<file path="config.mk">
export PLATFORM = sky130hd
export DESIGN_NAME = vin_pixel_packer
export DESIGN_NICKNAME = d
export VERILOG_FILES = /design/src/rtl/vin_pixel_packer.sv
export SDC_FILE = /design/constraint.sdc
export NUM_CORES = 1
export LEC_CHECK = 0
export BUFFER_PORTS_ARGS = -buffer_cell sky130_fd_sc_hd__buf_2
export CELL_PAD_IN_SITES_DETAIL_PLACEMENT = 0
export CELL_PAD_IN_SITES_GLOBAL_PLACEMENT = 1
export CORE_MARGIN = 4
export CORE_UTILIZATION = 35
export CTS_CLUSTER_DIAMETER = 40
export DETAILED_ROUTE_END_ITERATION = 7
export GPL_TIMING_DRIVEN = 0
export PLACE_DENSITY = 0.57
export SLEW_MARGIN = 20
export SYNTH_ARGS = -nofsm -noshare
export SYNTH_HDL_FRONTEND = slang
export SYNTH_SLANG_ARGS = --single-unit
</file>
<file path="constraint.sdc">
create_clock -name clk -period 3.91 [get_ports clk]
set_clock_uncertainty 0.05 [all_clocks]
set_input_delay 0.5865 -clock clk [delete_from_list [all_inputs] [get_ports clk]]
set_output_delay 0.5865 -clock clk [all_outputs]
set_load 0.01 [all_outputs]
</file>
<file path="src/rtl/vin_pixel_packer.sv">
// ---------------------------------------------------------------------------
// vin_pixel_packer
//
// Packs the pixel-clock video stream from the FPD-Link input stage (two Y4
// pixels per clock) into OUT_WIDTH-bit words. Each word is tagged with
// start-of-frame and end-of-line flags and buffered in a small FIFO. The FIFO
// head is offered to the frame-buffer write path on a valid/ready interface.
// The block also enforces the active window and reports short/long lines and
// FIFO overflow.
//
// Ports
//   clk          pixel clock, the only clock
//   rst_n        asynchronous active-low reset (released synchronously upstream)
//   v_vsync      vertical sync, active high; its rising edge starts a frame
//   v_hsync      horizontal sync; unused, line boundaries come from DE edges
//   v_de         data enable, one pixel pair per high cycle
//   v_pixel      {even Y4, odd Y4}
//   out_data     packed word, pair k in bits [8k+7:8k]
//   out_sof      head word is the first word of a frame
//   out_eol      head word is the last word of a line
//   out_valid    FIFO head valid
//   out_ready    consumer accepts the head word this cycle
//   overflow     sticky, a completed word found the FIFO full
//   line_err     one-cycle pulse, the line just ended had the wrong length
//   frame_count  number of accepted frame starts, wraps at 16 bits
// ---------------------------------------------------------------------------
module vin_pixel_packer #(
  parameter int OUT_WIDTH  = 64,
  parameter int H_PAIRS    = 800,
  parameter int V_LINES    = 1200,
  parameter int FIFO_DEPTH = 4
) (
  input  logic                 clk,
  input  logic                 rst_n,
  input  logic                 v_vsync,
  input  logic                 v_hsync,
  input  logic                 v_de,
  input  logic [7:0]           v_pixel,
  output logic [OUT_WIDTH-1:0] out_data,
  output logic                 out_sof,
  output logic                 out_eol,
  output logic                 out_valid,
  input  logic                 out_ready,
  output logic                 overflow,
  output logic                 line_err,
  output logic [15:0]          frame_count
);

  localparam int PPW = OUT_WIDTH / 8;
  localparam int XW  = $clog2(H_PAIRS + 1);
  localparam int YW  = $clog2(V_LINES + 1);
  localparam int SW  = (PPW > 1) ? $clog2(PPW) : 1;
  localparam int AW  = (FIFO_DEPTH > 1) ? $clog2(FIFO_DEPTH) : 1;
  localparam int CW  = AW + 1;

  typedef enum logic [1:0] {
    S_IDLE   = 2'd0,
    S_WAIT   = 2'd1,
    S_ACTIVE = 2'd2,
    S_DROP   = 2'd3
  } state_t;

  state_t r_state, w_state_next;

  logic                 r_vsync_d;
  logic [XW-1:0]        r_x;
  logic [YW-1:0]        r_y;
  logic [SW-1:0]        r_slot;
  logic [OUT_WIDTH-1:0] r_pack;
  logic                 r_sof_pend;
  logic                 r_long;
  logic                 r_overflow;
  logic                 r_line_err;
  logic [15:0]          r_frame_count;

  logic [OUT_WIDTH-1:0] r_mem_data [FIFO_DEPTH];
  logic                 r_mem_sof  [FIFO_DEPTH];
  logic                 r_mem_eol  [FIFO_DEPTH];
  logic [AW-1:0]        r_wptr;
  logic [AW-1:0]        r_rptr;
  logic [CW-1:0]        r_count;

  logic                 w_vs_rise;
  logic                 w_take;
  logic                 w_in_range;
  logic                 w_word_full;
  logic                 w_line_end;
  logic                 w_flush;
  logic                 w_push_req;
  logic                 w_pop;
  logic                 w_full;
  logic                 w_drop;
  logic                 w_push;
  logic                 w_push_eol;
  logic                 w_line_err_next;
  logic [OUT_WIDTH-1:0] w_pack_next;
  logic [OUT_WIDTH-1:0] w_push_data;
  logic                 w_unused;

  assign w_unused  = v_hsync;
  assign w_vs_rise = v_vsync & ~r_vsync_d;

  // ---- state register ----
  always_ff @(posedge clk or negedge rst_n) begin
    if (!rst_n) r_state <= S_IDLE;
    else        r_state <= w_state_next;
  end

  // ---- next-state logic ----
  always_comb begin
    w_state_next = r_state;
    if (w_vs_rise) begin
      w_state_next = S_WAIT;
    end else begin
      case (r_state)
        S_IDLE:   w_state_next = S_IDLE;
        S_WAIT:   if (w_drop) w_state_next = S_DROP;
                  else if (w_take) w_state_next = S_ACTIVE;
        S_ACTIVE: if (w_drop) w_state_next = S_DROP;
                  else if (w_line_end) w_state_next = S_WAIT;
        S_DROP:   w_state_next = S_DROP;
        default:  w_state_next = S_IDLE;
      endcase
    end
  end

  // ---- output / control decode ----
  // A vsync rising edge overrides everything, so a line in progress is
  // abandoned without a push or an error.
  always_comb begin
    w_take      = 1'b0;
    w_line_end  = 1'b0;
    w_pack_next = r_pack;
    if (!w_vs_rise) begin
      w_take     = v_de && ((r_state == S_ACTIVE) ||
                            ((r_state == S_WAIT) && (r_y < YW'(V_LINES))));
      w_line_end = !v_de && (r_state == S_ACTIVE);
    end
    w_in_range  = (r_x < XW'(H_PAIRS));
    w_word_full = w_take && w_in_range && (r_slot == SW'(PPW - 1));
    // Partial words only exist when the line stopped short; their unused
    // slots are already zero because the pack register clears after a push.
    w_flush     = w_line_end && w_in_range && (r_slot != '0);
    w_push_req  = w_word_full || w_flush;
    for (int k = 0; k < PPW; k++) begin
      if (r_slot == SW'(k)) w_pack_next[8*k +: 8] = v_pixel;
    end
    w_push_data = w_word_full ? w_pack_next : r_pack;
    w_push_eol  = w_flush || (r_x == XW'(H_PAIRS - 1));
    w_pop       = (r_count != '0) && out_ready;
    w_full      = (r_count == CW'(FIFO_DEPTH));
    // A pop in the same cycle frees the slot, so a full FIFO still accepts.
    w_drop      = w_push_req && w_full && !w_pop;
    w_push      = w_push_req && !w_drop;
    w_line_err_next = w_line_end && ((r_x != XW'(H_PAIRS)) || r_long);
  end

  // ---- line / frame tracking and packing ----
  always_ff @(posedge clk or negedge rst_n) begin
    if (!rst_n) begin
      r_vsync_d     <= 1'b0;
      r_x           <= '0;
      r_y           <= '0;
      r_slot        <= '0;
      r_pack        <= '0;
      r_sof_pend    <= 1'b0;
      r_long        <= 1'b0;
      r_overflow    <= 1'b0;
      r_line_err    <= 1'b0;
      r_frame_count <= '0;
    end else begin
      r_vsync_d  <= v_vsync;
      r_line_err <= w_line_err_next;
      if (w_drop) r_overflow <= 1'b1;
      if (w_push) r_sof_pend <= 1'b0;
      if (w_vs_rise) begin
        r_x           <= '0;
        r_y           <= '0;
        r_slot        <= '0;
        r_pack        <= '0;
        r_long        <= 1'b0;
        r_sof_pend    <= 1'b1;
        r_frame_count <= r_frame_count + 16'd1;
      end else if (w_take) begin
        if (w_in_range) begin
          r_x    <= r_x + XW'(1);
          r_slot <= (r_slot == SW'(PPW - 1)) ? '0 : r_slot + SW'(1);
          r_pack <= w_word_full ? '0 : w_pack_next;
        end else begin
          r_long <= 1'b1;
        end
      end else if (w_line_end) begin
        r_x    <= '0;
        r_y    <= r_y + YW'(1);
        r_slot <= '0;
        r_pack <= '0;
        r_long <= 1'b0;
      end
    end
  end

  // ---- output FIFO ----
  always_ff @(posedge clk or negedge rst_n) begin
    if (!rst_n) begin
      r_wptr  <= '0;
      r_rptr  <= '0;
      r_count <= '0;
    end else begin
      if (w_push) r_wptr <= r_wptr + AW'(1);
      if (w_pop)  r_rptr <= r_rptr + AW'(1);
      case ({w_push, w_pop})
        2'b10:   r_count <= r_count + CW'(1);
        2'b01:   r_count <= r_count - CW'(1);
        default: r_count <= r_count;
      endcase
    end
  end

  // Storage carries no reset; the head is masked by valid instead.
  always_ff @(posedge clk) begin
    if (w_push) begin
      r_mem_data[r_wptr] <= w_push_data;
      r_mem_sof[r_wptr]  <= r_sof_pend;
      r_mem_eol[r_wptr]  <= w_push_eol;
    end
  end

  assign out_valid   = (r_count != '0);
  assign out_data    = out_valid ? r_mem_data[r_rptr] : '0;
  assign out_sof     = out_valid & r_mem_sof[r_rptr];
  assign out_eol     = out_valid & r_mem_eol[r_rptr];
  assign overflow    = r_overflow;
  assign line_err    = r_line_err;
  assign frame_count = r_frame_count;

endmodule

</file>
Yosys cells after proc, flatten, opt, wreduce, memory -nomap -nowiden --
Memories as Yosys holds them, arrays and structs flattened. Index checks and enable logic that the tools add are counted.
Operators by class: $add $sub $neg 8, magnitude comparators 2, equal/unequal tests 20, mux-type cells 44, bitwise logic cells 4, reductions and logical operators 31
Operator list (count):
- 2-to-1 mux 64 bit | 7
- 2-to-1 mux 8 bit | 8
- 2-to-1 mux 10 bit | 4
- 2-to-1 mux 11 bit | 3
- adder 16 x 1 -> 16 bit (second input constant) | 1
- equality test 3 bit (second input constant) | 5
- 2-to-1 mux 3 bit | 5
- logical AND 1 bit | 12
- adder 11 x 1 -> 11 bit (second input constant) | 1
- < comparator 11 bit (second input constant) | 1
- adder 10 x 1 -> 10 bit (second input constant) | 1
- equality test 10 bit (second input constant) | 1
- < comparator 10 bit (second input constant) | 1
- 2-to-1 mux 1 bit | 10
- 2-to-1 mux 2 bit | 5
- != test 10 bit (second input constant) | 1
- nonzero test 3 bit | 3
- != test 4 bit (second input constant) | 2
- one-hot mux 2 bit (4 select lines) | 1
- AND reduction 2 bit | 4
- adder 3 x 1 -> 3 bit (second input constant) | 2
- equality test 2 bit (second input constant) | 3
- equality test 3 x 2 -> 1 bit (second input constant) | 2
- one-hot mux 3 bit (2 select lines) | 1
- 14 further kinds | 25
Storage, ports and cells: bits in registers 118, memory bits (writable) 264, output and inout bits 85, memories 3
Memory list:
- r_mem_data | depth 4, width 64, read ports 1, clocked after memory_dff 0, wr ports 1, line 76 | logic [OUT_WIDTH-1:0] r_mem_data [FIFO_DEPTH];
- r_mem_eol | depth 4, width 1, read ports 1, clocked after memory_dff 0, wr ports 1, line 78 | logic r_mem_eol [FIFO_DEPTH];
- r_mem_sof | depth 4, width 1, read ports 1, clocked after memory_dff 0, wr ports 1, line 77 | logic r_mem_sof [FIFO_DEPTH];

Longest topological paths before layout --
Gate-level depths: netlist of run 1.
depth in word-level cells 14, mapped depth 13

Worst setup path before layout of run 1 --
Ideal clock, no wire load.
path type reg-to-reg, start point register r_slot[0], end point memory r_mem_data[0][0], enable pin, library setup time 0.431 ns, arrival 3.179 ns, setup slack 0.250 ns, stages on the path, launching flop included 9, path buffers 1, clock period less this slack 3.660 ns, cell sequence dfrtp_1 -> ha_1 -> ha_1 -> buf_2 -> and4b_1 -> o211a_1 -> o21a_1 -> and2b_1 -> and2_1
Between the ends: word-level cells in the longest chain between the ends 9
RTL lines:
- start: declaration | line 68 | logic [SW-1:0] r_slot;
- start signal: assignment | line 187 | r_slot <= (r_slot == SW'(PPW - 1)) ? '0 : r_slot + SW'(1);
- equality test 3 bit / nonzero test 3 bit (equally long branches) | line 140, 143
- logical AND 1 bit, on equally long branches | line 140, 143
- logical OR 1 bit * | line 144 | w_push_req = w_word_full || w_flush;
- logical AND 1 bit (2 in series) | line 153 | w_drop = w_push_req && w_full && !w_pop;
- zero test 1 bit | line 154 | w_push = w_push_req && !w_drop;
- logical AND 1 bit * | line 154
- 2-to-1 mux 1 bit * | line 221 | if (w_push) begin
- 2-to-1 mux 1 bit (not written as such) * | line 222 | r_mem_data[r_wptr] <= w_push_data;
- end: declaration | line 76
Mark *: on every way between the ends. The rest lies on a longest branch, timed or not.

Worst setup path after layout of run 1 --
start point register r_rptr[0], end point output port out_data[59]
Between the ends: word-level cells in the longest chain between the ends 2
RTL lines:
- start: declaration | line 80 | logic [AW-1:0] r_rptr;
- start signal: assignment | line 210 | if (w_pop) r_rptr <= r_rptr + AW'(1);
- memory (4 x 64 bit)
- 2-to-1 mux 64 bit | line 229 | assign out_data = out_valid ? r_mem_data[r_rptr] : '0;
- end: declaration | line 39 | output logic [OUT_WIDTH-1:0] out_data,
Every way passes these cells.

==> results of run 1 <==
[area by class of cell]
type,instances,area share [%]
Sequential cell,382,55.6
Multi-Input combinational cell,517,25.6
Timing Repair Buffer,103,3.29
Clock inverter,41,2.25
Inverter,14,0.269
Tap cell,600,3.84
Clock buffer,69,7.96
Buffer,48,1.21
[critical path, cell delays in order, from the launching register on]
cell,delay [ns]
dfrtp_1,0.33
clkbuf_1,0.39
clkbuf_4,0.40
buf_2,0.39
mux4_2,0.58
and2_1,0.17
buf_2,0.14
[report_power, final]
| group | internal (mW) | leakage (nW) | total, mW | switching (mW) |
|---|---|---|---|---|
| Sequential | 4.69 | 4.15 | 4.90 | 0.218 |
| Clock | 3.28 | 0.964 | 5.20 | 1.92 |
| Combinational | 1.59 | 2.57 | 3.55 | 1.96 |
[sequential cells by signal, indices dropped and copies added (netlist names), 3 cells and up]
name	count
r_slot	3
r_x	10
r_y	11
r_mem_data	256
r_pack	64
r_mem_eol	4
r_count	3
frame_count	16
r_mem_sof	4
[cells by family after synthesis]
kind of cell	count (synthesis)	share of synthesized area, %
xor gates and xnor gates	31	1.68
and+or+nand+nor	223	8.15
AOI/OAI and AO/OA	113	5.85
buffers and inverters	63	1.77
muxes	135	14.0
adders and majority gates	15	1.21
DFF	382	67.3
[layer usage]
layer	share of wire [%]	global-route usage, %	up-vias	routed length [µm]
li1	-	-	4074	-
met1	45	20.8	4453	16600
met2	48	24.4	200	18000
met3	4.8	3.18	60	1770
met4	2.1	4.08	0	797
met5	0	0	-	0
[cell usage in the layout, fill, tap and decap left out, drive strengths merged, types with 3 or more instances in the layout]
cell type / instances
nor2b: 3
nor2: 36
a32o: 8
clkinvlp: 7
mux4: 66
a21oi: 15
nand3: 15
nand2b: 9
dfrtp: 118
nand2: 35
ha: 14
edfxtp: 264
o21a: 3
o22ai: 4
o211a: 3
xnor2: 18
inv: 25
and2: 80
or2: 4
buf: 119
nand4: 9
mux2: 66
bufinv: 6
o211ai: 5
o21ai: 8
a22o: 52
nor3: 10
and3: 9
or3: 3
clkinv: 17
xor2: 13
mux2i: 3
clkbuf: 100
[final timing paths]
| path | start | end | slack (ns) | depth (start not counted) |
|---|---|---|---|---|
| max reg2reg | r_count[0]$_DFFE_PN0P_ | r_count[1]$_DFFE_PN0P_ | 0.63 | 10 |
| min in group asynchronous | rst_n | frame_count[15]$_DFFE_PN0P_ | 0.44 | 2 |
| max | r_rptr[0]$_DFFE_PN0P_ | out_data[59] | 0.28 | 6 |
| max in group asynchronous | rst_n | r_pack[13]$_DFFE_PN0P_ | 2.64 | 3 |
| min reg2reg | overflow$_DFFE_PN0P_ | overflow$_DFFE_PN0P_ | 0.41 | 1 |
| min | v_vsync | r_vsync_d$_DFF_PN0_ | 0.10 | 1 |
[per-stage QoR]
| stage | hold WS, ns | setup slack [ns] | cell area, µm² | setup TNS [ns] | util, % |
|---|---|---|---|---|---|
| after CTS | 0.0600 | 0.0810 | 19600 | 0 | 43.0 |
| after global routing | 0.0752 | 0.0574 | 19600 | 0 | 43.0 |
| final | 0.101 | 0.280 | 19600 | 0 | 43.0 |
| after global placement | 0.397 | -1.54 | 17400 | -395.99 | 38.2 |
| after detailed placement | 0.402 | 0.531 | 17600 | 0 | 38.6 |
| after floorplan | 0.241 | 0.250 | 16200 | 0 | - |
[timing repair]
action / 4_1_cts / 5_1_grt
endpoints found under the setup margin: 20 / 4
hold endpoints to repair: 43 / 0
hold buffers: 1 / 0
resized for setup: 1 / 1
==> impl_metrics.ini, run 1 <==
[pwr]
leakage_nw = 7.69
ir_worst_vdd_mv = 0.337
power.density_nw_per_um2 = 698
fin_total_pwr_mw = 13.7

[cells_and_area]
stdcell_count = 1774
num_antenna_cells = 0
area_delta_synth_final_pct = 21.1
register_area_um2 = 10900
fillers = 4131
multi_input_area_um2 = 5000
drive_above_1_share_pct = 32.5
fin_nets = 1154

[logic_synthesis]
syn_area_um2 = 16200
yosysMostFrequentCell = edfxtp_1
yosysSeqAreaShare_pct = 67.3
yosysTopAreaCellShare_pct = 49.1
syn_avg_cell_area_um2 = 16.8
yosysWarnings = 0
synth_top_cell_by_area = edfxtp_1
syn-num-nets = 991
synth_edf_count = 264
ys_top_cells_by_area = edfxtp_1 49%, dfrtp_1 18%, mux4_2 9.2%
synthArstFlopShare_pct = 30.9
syn_inst = 962
synth_top_flop_cell = edfxtp_1
synth_seq_cells = 382
synth_commonest_cells = 264 x edfxtp_1, 118 x dfrtp_1, 80 x and2_1
synth_cell_types = 66

[setup_path]
critPathKind = reg -> out
cp-start-kind = register
critPathCaptureType = output port
cp_data_required_time_ns = 3.27
cp.arrival_ns = 2.99
worstPathMaxFanout = 10

[detailed_routing]
post-route-drc-count = 0
firstDrtPassIters = 4
drt_iter0_markers = 498
vias = 8787
routed_wl_um = 37200
wl_per_cell_um = 21.0
via_per_inst = 4.95
detail-route-antenna-nets = 0

[clocking]
clk_latency_ns = 0.60
path_clk_slew_ns = 0.05
cts_sinks = 382
post-cts-setup-buffer-count = 0
cts_root_buf = clkbuf_16
cts_max_path_buffers = 3
cts-htree-levels = 2
cts_tree = built
cts-buffers-inserted = 59

[timing]
min_period_ns = 3.63
worst_pin_slew_ns = 0.935
finalSetupViolations = 0
relSlewSlack_pct = 37.7
finalCritPeriodShare_pct = 92.8
hold_viol = 0
final-max-slew-violation-count = 0
fmaxAchievable_mhz = 275
rsz0062_at_grt = false

[grt]
grt_pass1_vias = 9384
grt_antenna_before_repair = 0
grt_remaining_overflow = 0
grt.total_usage_pct = 15.0
grt_max_degree = 76
grt_pass1_wl_um = 57600

[floorplan]
dieArea_um2 = 49700
initial_core_util_pct = 35.5
design.core.area_um2 = 45500
die_h_um = 223
row_count = 78
io_pins = 99
die_x_um = 223

[placed_design]
dpl.hpwl_um = 23700
io_buffers = 97
dp.cells = 1664
routabilityCongestion = 0.721

[status]
status = completed

[hold_path]
min_path_type = in -> reg

[flow_run]
drv_cap = 0
No activity file was read; power rests on OpenSTA's default activity.
==> run 2: changes to the inputs <==
Settings changed: CAP_MARGIN set to 5, CORE_UTILIZATION 35 to 47, PLACE_DENSITY 0.57 to 0.74.
==> run 2 against run 1 <==
Total power fell by 7.4%. Combinational power barely moved. Sequential share of layout area rose by 1.8 points. Register-to-register slack got worse by 0.27 ns. Via count did not move. First-iteration DRC count rose by 23%.
==> impl_metrics.ini, run 2 (synthesized netlist as in run 1, its figures left out) <==
[status]
status = completed

[setup_path]
timing.rr.start = r_count[0]$_DFFE_PN0P_
max_stage_delay_ns = 0.54
critPathKind = reg -> out
cp-start-kind = register
cp_common_cell = buf_2
worstPathMaxFanout = 10
cp.arrival_ns = 3.07
critPathCaptureType = output port
worstPathCellList = clkbuf_1 -> buf_2 -> clkbuf_4 -> mux4_2 -> and2_1 -> buf_2
slowest_stage = mux4_2
crit_start = r_rptr[0]$_DFFE_PN0P_
cp_data_required_time_ns = 3.27

[pwr]
leakage_nw = 7.46
fin_total_pwr_mw = 12.6
ir_worst_vdd_mv = 0.328
power.density_nw_per_um2 = 668

[floorplan]
row_count = 67
die_h_um = 193
design.core.area_um2 = 33700
io_pins = 99
dieArea_um2 = 37400
initial_core_util_pct = 47.9
die_x_um = 193

[detailed_routing]
vias = 8787
wl_per_cell_um = 20.7
via_per_inst = 5.47
detail-route-antenna-nets = 0
post-route-drc-count = 0
routed_wl_um = 33300
firstDrtPassIters = 4
drt_iter0_markers = 613

[timing]
min_period_ns = 3.70
worst_pin_slew_ns = 1.06
finalCritPeriodShare_pct = 94.7
relSlewSlack_pct = 29.5
fin_hold_ws_ns = 0.136
fmaxAchievable_mhz = 270
rsz0062_at_grt = false
final-max-slew-violation-count = 0
hold_viol = 0
finalSetupViolations = 0

[grt]
grt_max_degree = 64
grt_pass1_wl_um = 53200
grt.total_usage_pct = 17.7
grt_antenna_before_repair = 0
grt_pass1_vias = 9101
grt_remaining_overflow = 0

[placed_design]
routabilityCongestion = 0.807
io_buffers = 97
dpl.hpwl_um = 21700
post_dp_cell_area_um2 = 17300
dp.cells = 1512

[hold_path]
min_path_type = in -> reg
min-delay-start = v_vsync

[clocking]
cts-htree-levels = 2
cts-buffers-inserted = 49
cts_tree = built
post-cts-setup-buffer-count = 0
cts_sinks = 382
cts_root_buf = clkbuf_16
clk_latency_ns = 0.55
path_clk_slew_ns = 0.06
cts_max_path_buffers = 3

[cells_and_area]
largest_reg_flops = 256
area_delta_synth_final_pct = 17.2
final_cell_mix = 264 x edfxtp_1, 118 x dfrtp_1, 105 x buf_2, 76 x and2_1, 66 x mux4_2
drive_above_1_share_pct = 30.9
fin_nets = 1145
stdcell_count = 1605
multi_input_area_um2 = 5000
num_antenna_cells = 0
register_area_um2 = 10900
top_register = r_mem_data
layout_commonest_cell = edfxtp_1
final_area_um2 = 18900
fillers = 2698

[flow_run]
drv_cap = 0
[run 2: cell types whose count changed in the layout (fill, tap and decap cells not counted), sizes merged]
cell / previous run / this run
buf: 119 / 120
bufinv: 6 / 2
clkbuf: 100 / 91
clkinv: 17 / 13
inv: 25 / 24
[run 2: power breakdown]
| group | internal, mW | switching [mW] | total (mW) |
|---|---|---|---|
| clock | 2.52 | 1.74 | 4.26 |
| combinational | 1.59 | 1.93 | 3.52 |
| sequential | 4.68 | 0.185 | 4.87 |
| total | 8.79 | 3.86 | 12.6 |
[run 2: critical path, delay by kind of cell, from the launching register on]
| kind | cells | cell delay (ns) |
|---|---|---|
| buf+inv | 4 | 1.43 |
| mux | 1 | 0.54 |
| flops | 1 | 0.32 |
| simple gates | 1 | 0.21 |
[run 2: worst paths after layout]
kind	cells after the start	slack [ns]	endpoint
max reg2reg	11	0.36	r_count[2]$_DFFE_PN0P_
max	6	0.21	out_data[54]
max in group asynchronous	3	2.59	r_pack[16]$_DFFE_PN0P_
min	1	0.14	r_vsync_d$_DFF_PN0_
min in group asynchronous	2	0.52	frame_count[14]$_DFFE_PN0P_
min reg2reg	1	0.42	overflow$_DFFE_PN0P_
[run 2: layer usage]
| layer | GRT usage, % | routed length (µm) | share of wire [%] | vias to the layer above |
|---|---|---|---|---|
| li1 | - | - | - | 4035 |
| met1 | 25.6 | 15100 | 45 | 4514 |
| met2 | 28.8 | 16200 | 49 | 199 |
| met3 | 2.97 | 1430 | 4.3 | 39 |
| met4 | 3.86 | 542 | 1.6 | 0 |
| met5 | 0 | 0 | 0 | - |
[run 2: metrics by stage]
stage               util (%)  worst slack (ns)  TNS, ns
floorplan                  -             0.250        0
global placement        51.0             -1.28  -333.80
detailed placement      51.5             0.353        0
CTS                     56.2            0.0880        0
global route            56.2            0.0455        0
finish                  56.2             0.208        0
[run 2: final cells by class]
class / instances / area share (%)
inverters: 14 / 0.278
plain buffers: 49 / 1.25
clock inverters: 32 / 1.61
flip-flops and latches: 382 / 57.5
clock buffers: 60 / 6.75
repair buffers: 103 / 3.30
multi-input cells: 517 / 26.4
well taps: 448 / 2.96
[run 2: timing repair]
item                                   4_1_cts  5_1_grt
hold buffers                                 1        0
setup endpoints to repair                    0        5
endpoints found under the hold margin       55        0
gates resized for setup                      0        1
